File: src/rtl/stream_mux_pkg.sv
// Shared constants for the stream_mux_rr slice: arbitration mode codes,
// default channel count / data width, and a small index-wrap helper.
package stream_mux_pkg;

  // Arbitration mode codes for the ARB_MODE parameter
  localparam int ARB_FIXED = 0;
  localparam int ARB_RR    = 1;

  // Default geometry of the multiplexer
  localparam int DEFAULT_NUM_CH = 16;
  localparam int DEFAULT_WIDTH  = 32;

  // Wraps an index that may have run past the channel count by at most
  // one full lap back into the range 0..n-1.
  function automatic int wrapIndex(input int idx, input int n);
    return (idx >= n) ? (idx - n) : idx;
  endfunction

endpackage

File: src/rtl/stream_mux_rr_arbiter.sv
// rr_arbiter: combinational grant selection over NUM_CH requesters with a
// registered "last granted" pointer. ARB_MODE selects fixed priority (lowest
// index wins) or round robin (search starts one past the last grant).
// When i_lock is high the grant is pinned to the last granted channel, which
// lets the parent hold a channel for the remainder of a packet.
module rr_arbiter
  import stream_mux_pkg::*;
#(
  parameter  int NUM_CH   = DEFAULT_NUM_CH,
  parameter  int ARB_MODE = ARB_RR,
  localparam int IDXW     = $clog2(NUM_CH)
) (
  input  logic              i_clk,
  input  logic              i_rst,
  input  logic [NUM_CH-1:0] i_request,
  input  logic              i_advance,
  input  logic              i_lock,
  output logic [NUM_CH-1:0] o_grant,
  output logic [IDXW-1:0]   o_index
);

  logic [IDXW-1:0] lastGrant_q;
  logic [IDXW-1:0] lastGrant_d;
  logic            found;

  // Pick the winning requester from the current requests and pointer
  always_comb begin
    o_grant = '0;
    o_index = '0;
    found   = 1'b0;
    if (i_lock) begin
      if (i_request[lastGrant_q]) begin
        o_grant[lastGrant_q] = 1'b1;
        o_index              = lastGrant_q;
      end
    end else if (ARB_MODE == ARB_FIXED) begin
      for (int i = 0; i < NUM_CH; i++) begin
        if (!found && i_request[i]) begin
          found      = 1'b1;
          o_grant[i] = 1'b1;
          o_index    = IDXW'(i);
        end
      end
    end else begin
      for (int off = 1; off <= NUM_CH; off++) begin
        int k;
        k = wrapIndex(int'(lastGrant_q) + off, NUM_CH);
        if (!found && i_request[k]) begin
          found      = 1'b1;
          o_grant[k] = 1'b1;
          o_index    = IDXW'(k);
        end
      end
    end
  end

  // The pointer only moves when a beat actually transfers
  always_comb begin
    lastGrant_d = lastGrant_q;
    if (i_advance) begin
      lastGrant_d = o_index;
    end
  end

  // Pointer register; reset parks it on the top channel so channel 0 wins first
  always_ff @(posedge i_clk) begin
    if (i_rst) begin
      lastGrant_q <= IDXW'(NUM_CH - 1);
    end else begin
      lastGrant_q <= lastGrant_d;
    end
  end

endmodule

File: src/rtl/stream_mux_rr.sv
// stream_mux_rr: NUM_CH-input valid/ready stream multiplexer with a single
// registered output stage. rr_arbiter picks the source each beat; this module
// owns the data select, the output register and the optional packet lock.
// Optional feature macro: STREAM_MUX_PKT_LOCK_EN -- when defined, once a
// channel starts a packet the grant stays with it until its i_last beat.
module stream_mux_rr
  import stream_mux_pkg::*;
#(
  parameter  int NUM_CH   = DEFAULT_NUM_CH,
  parameter  int WIDTH    = DEFAULT_WIDTH,
  parameter  int ARB_MODE = ARB_RR,
  localparam int SELW     = $clog2(NUM_CH)
) (
  input  logic                    i_clk,
  input  logic                    i_rst,
  input  logic [NUM_CH-1:0]       i_valid,
  input  logic [NUM_CH*WIDTH-1:0] i_data,
  input  logic [NUM_CH-1:0]       i_last,
  output logic [NUM_CH-1:0]       o_ready,
  output logic                    o_valid,
  output logic [WIDTH-1:0]        o_data,
  output logic                    o_last,
  output logic [SELW-1:0]         o_sel,
  input  logic                    i_ready
);

  logic [NUM_CH-1:0] grant;
  logic [SELW-1:0]   grantIdx;
  logic              load;
  logic              transfer;
  logic              lockActive;
  logic [WIDTH-1:0]  selData;
  logic              selLast;

  logic              valid_q, valid_d;
  logic [WIDTH-1:0]  data_q,  data_d;
  logic              last_q,  last_d;
  logic [SELW-1:0]   sel_q,   sel_d;

  rr_arbiter #(
    .NUM_CH   (NUM_CH),
    .ARB_MODE (ARB_MODE)
  ) u_arbiter (
    .i_clk     (i_clk),
    .i_rst     (i_rst),
    .i_request (i_valid),
    .i_advance (transfer),
    .i_lock    (lockActive),
    .o_grant   (grant),
    .o_index   (grantIdx)
  );

  // The output register can take a beat when empty or being drained this cycle;
  // no channel is accepted while reset is asserted
  always_comb begin
    load     = ~valid_q | i_ready;
    o_ready  = (i_rst || !load) ? '0 : grant;
    transfer = |(o_ready & i_valid);
  end

  // Route the granted channel's payload toward the output register
  always_comb begin
    selData = i_data[int'(grantIdx)*WIDTH +: WIDTH];
    selLast = i_last[grantIdx];
  end

`ifdef STREAM_MUX_PKT_LOCK_EN
  logic lock_q, lock_d;

  // A non-final beat opens a packet and pins the arbiter; the final beat releases it
  always_comb begin
    lock_d = lock_q;
    if (transfer) begin
      lock_d = ~selLast;
    end
  end

  // Packet lock register; reset abandons any packet in flight
  always_ff @(posedge i_clk) begin
    if (i_rst) begin
      lock_q <= 1'b0;
    end else begin
      lock_q <= lock_d;
    end
  end

  assign lockActive = lock_q;
`else
  assign lockActive = 1'b0;
`endif

  // Capture on a transfer, otherwise empty the stage once downstream takes it
  always_comb begin
    valid_d = valid_q;
    data_d  = data_q;
    last_d  = last_q;
    sel_d   = sel_q;
    if (transfer) begin
      valid_d = 1'b1;
      data_d  = selData;
      last_d  = selLast;
      sel_d   = grantIdx;
    end else if (i_ready) begin
      valid_d = 1'b0;
    end
  end

  // Output stage register
  always_ff @(posedge i_clk) begin
    if (i_rst) begin
      valid_q <= 1'b0;
      data_q  <= '0;
      last_q  <= 1'b0;
      sel_q   <= '0;
    end else begin
      valid_q <= valid_d;
      data_q  <= data_d;
      last_q  <= last_d;
      sel_q   <= sel_d;
    end
  end

  assign o_valid = valid_q;
  assign o_data  = data_q;
  assign o_last  = last_q;
  assign o_sel   = sel_q;

endmodule

File: config.mk
export PLATFORM = sky130hd
export DESIGN_NAME = stream_mux_rr
export DESIGN_NICKNAME = d
export VERILOG_FILES = /design/src/rtl/stream_mux_pkg.sv /design/src/rtl/stream_mux_rr_arbiter.sv /design/src/rtl/stream_mux_rr.sv
export SDC_FILE = /design/constraint.sdc
export NUM_CORES = 1
export LEC_CHECK = 0
export CORE_AREA = 2 2 231 233
export DETAILED_ROUTE_END_ITERATION = 10
export DIE_AREA = 0 0 233 235
export PLACE_DENSITY = 0.55
export SLEW_MARGIN = 10
export SYNTH_ARGS = -nofsm -noshare
export SYNTH_HDL_FRONTEND = slang
export SYNTH_SLANG_ARGS = --single-unit
File: constraint.sdc
create_clock -name i_clk -period 6.07 [get_ports i_clk]
set_clock_uncertainty 0.1 [all_clocks]
set_input_delay 1.214 -clock i_clk [delete_from_list [all_inputs] [get_ports i_clk]]
set_output_delay 1.214 -clock i_clk [all_outputs]
set_load 0.01 [all_outputs]
==> results_dict.tcl <==
set metrics [dict create \
    status "finished, violations left" \
    violations "setup timing" \
    drc 0 \
    clk_path_buf_depth 2 \
    clkLatencyLatePin_ns 0.32 \
    track_usage 0.389 \
    worstMarginPinSlew_ns 0.879 \
    final_net_count 3209 \
    fin_setup_tns_ns -0.0824 \
    slew_viol_final 0 \
    finalHoldWorstSlack_ns 0.357 \
    p_leak_nw 10.2 \
    ys_types 82 \
    critPathTopFamily "simple AND/OR/NAND/NOR gates" \
    setup_ws_ns -0.0436 \
    die-area_um2 54800 \
    synth_warnings 0 \
    yosysMostFrequentCell "nand2_1" \
    syn_inst 1669 \
    path_class "in -> out" \
    crit_arrival_ns 4.80 \
    nFillCells 5351 \
    relSlewSlack 0.414 \
    swShare 0.546 \
    async_flop_share 0 \
    die-height_um 235 \
    yosys.area.top_type "mux2i_1" \
    p_seq_frac 0.025 \
    hp-class "reg -> reg" \
    p_clk_frac 0.017 \
    ctsHoldBuffers 0 \
    htree_num_levels 2 \
    switching_power_mw 10.1 \
    clock-sinks 42 \
    rsz0062_at_grt "true" \
    cts_made_buffers 5 \
    path_buf_inv 5 \
    synth_seq_cells 42 \
    cp_max_fo 5 \
    crit_slowest_cell "or4_4" \
    grt_max_degree 78 \
    start_util 0.221 \
    core_um2 52200 \
    syn-num-nets 2233 \
    setup_viol 3 \
    synthTopCellsByArea "mux2i_1 (17%), nand2_1 (11%), dfxtp_1 (7.3%)" \
    grt_pass1_vias 18736 \
    p_int_mw 8.40 \
    drive_gt1_frac 0.286 \
    min_period_ns 6.11 \
    multi_input_area_um2 10600 \
    synth.avg_cell_area_um2 6.91 \
    yosysSeqAreaShare 0.0729 \
    cts_tree "yes" \
    yosys-top-cells-count "nand2_1 (347), mux2i_1 (198), nand3_1 (123), clkbuf_1 (67), nor2_1 (63)" \
    max-cap-violations 0 \
    p_total_mw 18.5 \
    pin_count 601 \
    wl_per_cell_um 33.2 \
    path_cells "buf_6 -> mux4_2 -> and3_4 -> or4_4 -> a2111o_1 -> or3_4 -> buf_6 -> nor3_4 -> buf_6 -> buf_12 -> a32oi_1 -> nand3_1 -> nor3_2 -> nor2_2 -> buf_2" \
    grt_pass1_wl_um 150000 \
    power_density_nw_per_um2 794 \
    finalCritPeriodShare 1.01 \
    crit_required_ns 4.76 \
    dp_slack_ns -1.23 \
    ant_nets 0 \
    fmax_mhz 164 \
    gp_congestion 1.02 \
    rows 84 \
    numPortBuffers 600 \
    netlist_area_um2 11500 \
    max_stage_delay_ns 0.55 \
    utilization 0.446 \
    synth_top_cell_area_share 0.172 \
    clock-root-buffer "clkbuf_16" \
    area_delta_synth_final_pct 102 \
    vias 19099 \
    startpoint_type "input pin" \
    layout.area.seq_um2 841 \
    grt_overflow_total 0 \
    drt_iter0_markers 2037 \
    ir_worst_vdd_mv 0.589 \
    comb_power_share 0.958 \
    report.final.hold_viol_count 0 \
    synth_flop_cell "dfxtp_1" \
    drt_pass1_iterations 5 \
    via_per_inst 5.69 \
    routed_wirelength_um 111000 \
    antenna_found_initial 26 \
    synth_edf_count 0 \
    crit_top_cell "buf_6" \
    fp.dieW_um 233 \
    endpoint_kind "primary output" \
    clk_pin_slew_ns 0.08 \
    dpl.hpwl_um 93500 \
]
[logic make-up (layout without fill, tap and decap cells)]
group | Yosys count | in the layout | synth area share
buf+inv | 176 | 1152 | 0.0797
compound gates | 426 | 426 | 0.269
fa+ha+maj | 17 | 17 | 0.0185
mux | 256 | 256 | 0.248
flops | 42 | 42 | 0.0729
xor+xnor | 16 | 16 | 0.0122
simple gates | 736 | 737 | 0.300
other cells | 0 | 22 | 0
[power by group through the flow]
stage               registers [mW]  clock network (mW)  logic (mW)
finish                       0.467               0.316        17.7
global route                 0.475               0.326        18.5
CTS                          0.465               0.319        16.2
detailed placement           0.471                   0        15.6
global placement             0.471                   0        15.7
floorplan                    0.493                   0        8.44
[worst register-to-register path, stage by stage, from the launching register on]
cell and delay [ns]:
dfxtp_1 0.36, buf_4 0.17, ha_1 0.19, xor2_1 0.37
buf_4 0.22, mux4_2 0.53, and2_1 0.20, a2111o_1 0.53
or3_4 0.51, buf_6 0.15, bufbuf_16 0.26, o22ai_1 0.16
buf_4 0.16, a211oi_1 0.08, a21oi_2 0.19, o211ai_4 0.12
buf_12 0.16, buf_8 0.14, buf_12 0.14, mux2_4 0.33
o21ai_2 0.16, buf_6 0.13, a211oi_1 0.07, a211o_1 0.29
[registers in the layout, summed over array words and instances, names as in the netlist]
name,count
o_valid,1
o_last,1
o_sel,4
o_data,32
u_arbiter.lastGrant_q,4
[path summary, 6_finish.rpt]
| path | depth (start not counted) | end | slack (ns) | startpoint |
|---|---|---|---|---|
| worst max register to register | 23 | o_data[4] | 0.22 | u_arbiter.lastGrant_q[1] |
| worst min register to register | 2 | o_sel[0] | 0.36 | o_sel[0] |
| worst max-delay path | 15 | o_ready[10] | -0.04 | i_valid[1] |
| worst min-delay path | 2 | o_sel[0] | 0.36 | o_sel[0] |
[per-layer routing]
layer  part of all wire  routed length [um]  up-vias  GRT usage
li1                   -                   -     8326          -
met1               0.41               45500     9327      0.510
met2               0.44               49200     1207      0.605
met3              0.089                9900      237     0.0725
met4              0.060                6700        2      0.198
met5            0.00012                  13        -          0
[metrics by stage]
step           cell area (um2)  cells
2_1_floorplan            11500   1669
3_3_place_gp             21400   3254
3_5_place_dp             21400   3254
4_1_cts                  22500   3304
5_1_grt                  23300   3355
6_report                 23300   3356
[area by class of cell]
class	count	area share
Tap cell	688	0.0370
Multi-Input combinational cell	1452	0.457
Timing Repair Buffer	1129	0.458
Inverter	15	0.00253
Clock inverter	2	0.000537
Antenna cell	22	0.00236
Clock buffer	6	0.00597
Sequential cell	42	0.0361
[layout by cell type, fill, tap and decap left out, types with 35 or more instances in the layout]
master and count:
nor3_1 36, buf_4 444, a31oi_1 38, buf_6 48
o21ai_0 39, buf_12 35, nand3_1 120, nor2_1 59
clkdlybuf4s50_1 568, a21oi_1 51, mux2i_1 190, nand2_1 344
dfxtp_1 42
[timing repair]
action	CTS	global route
setup endpoints to repair	58	51
buffers inserted	41	24
cloned	3	7
pin swaps	38	45
resized for setup	263	89
Note: power is estimated with default switching activity, not from simulation.
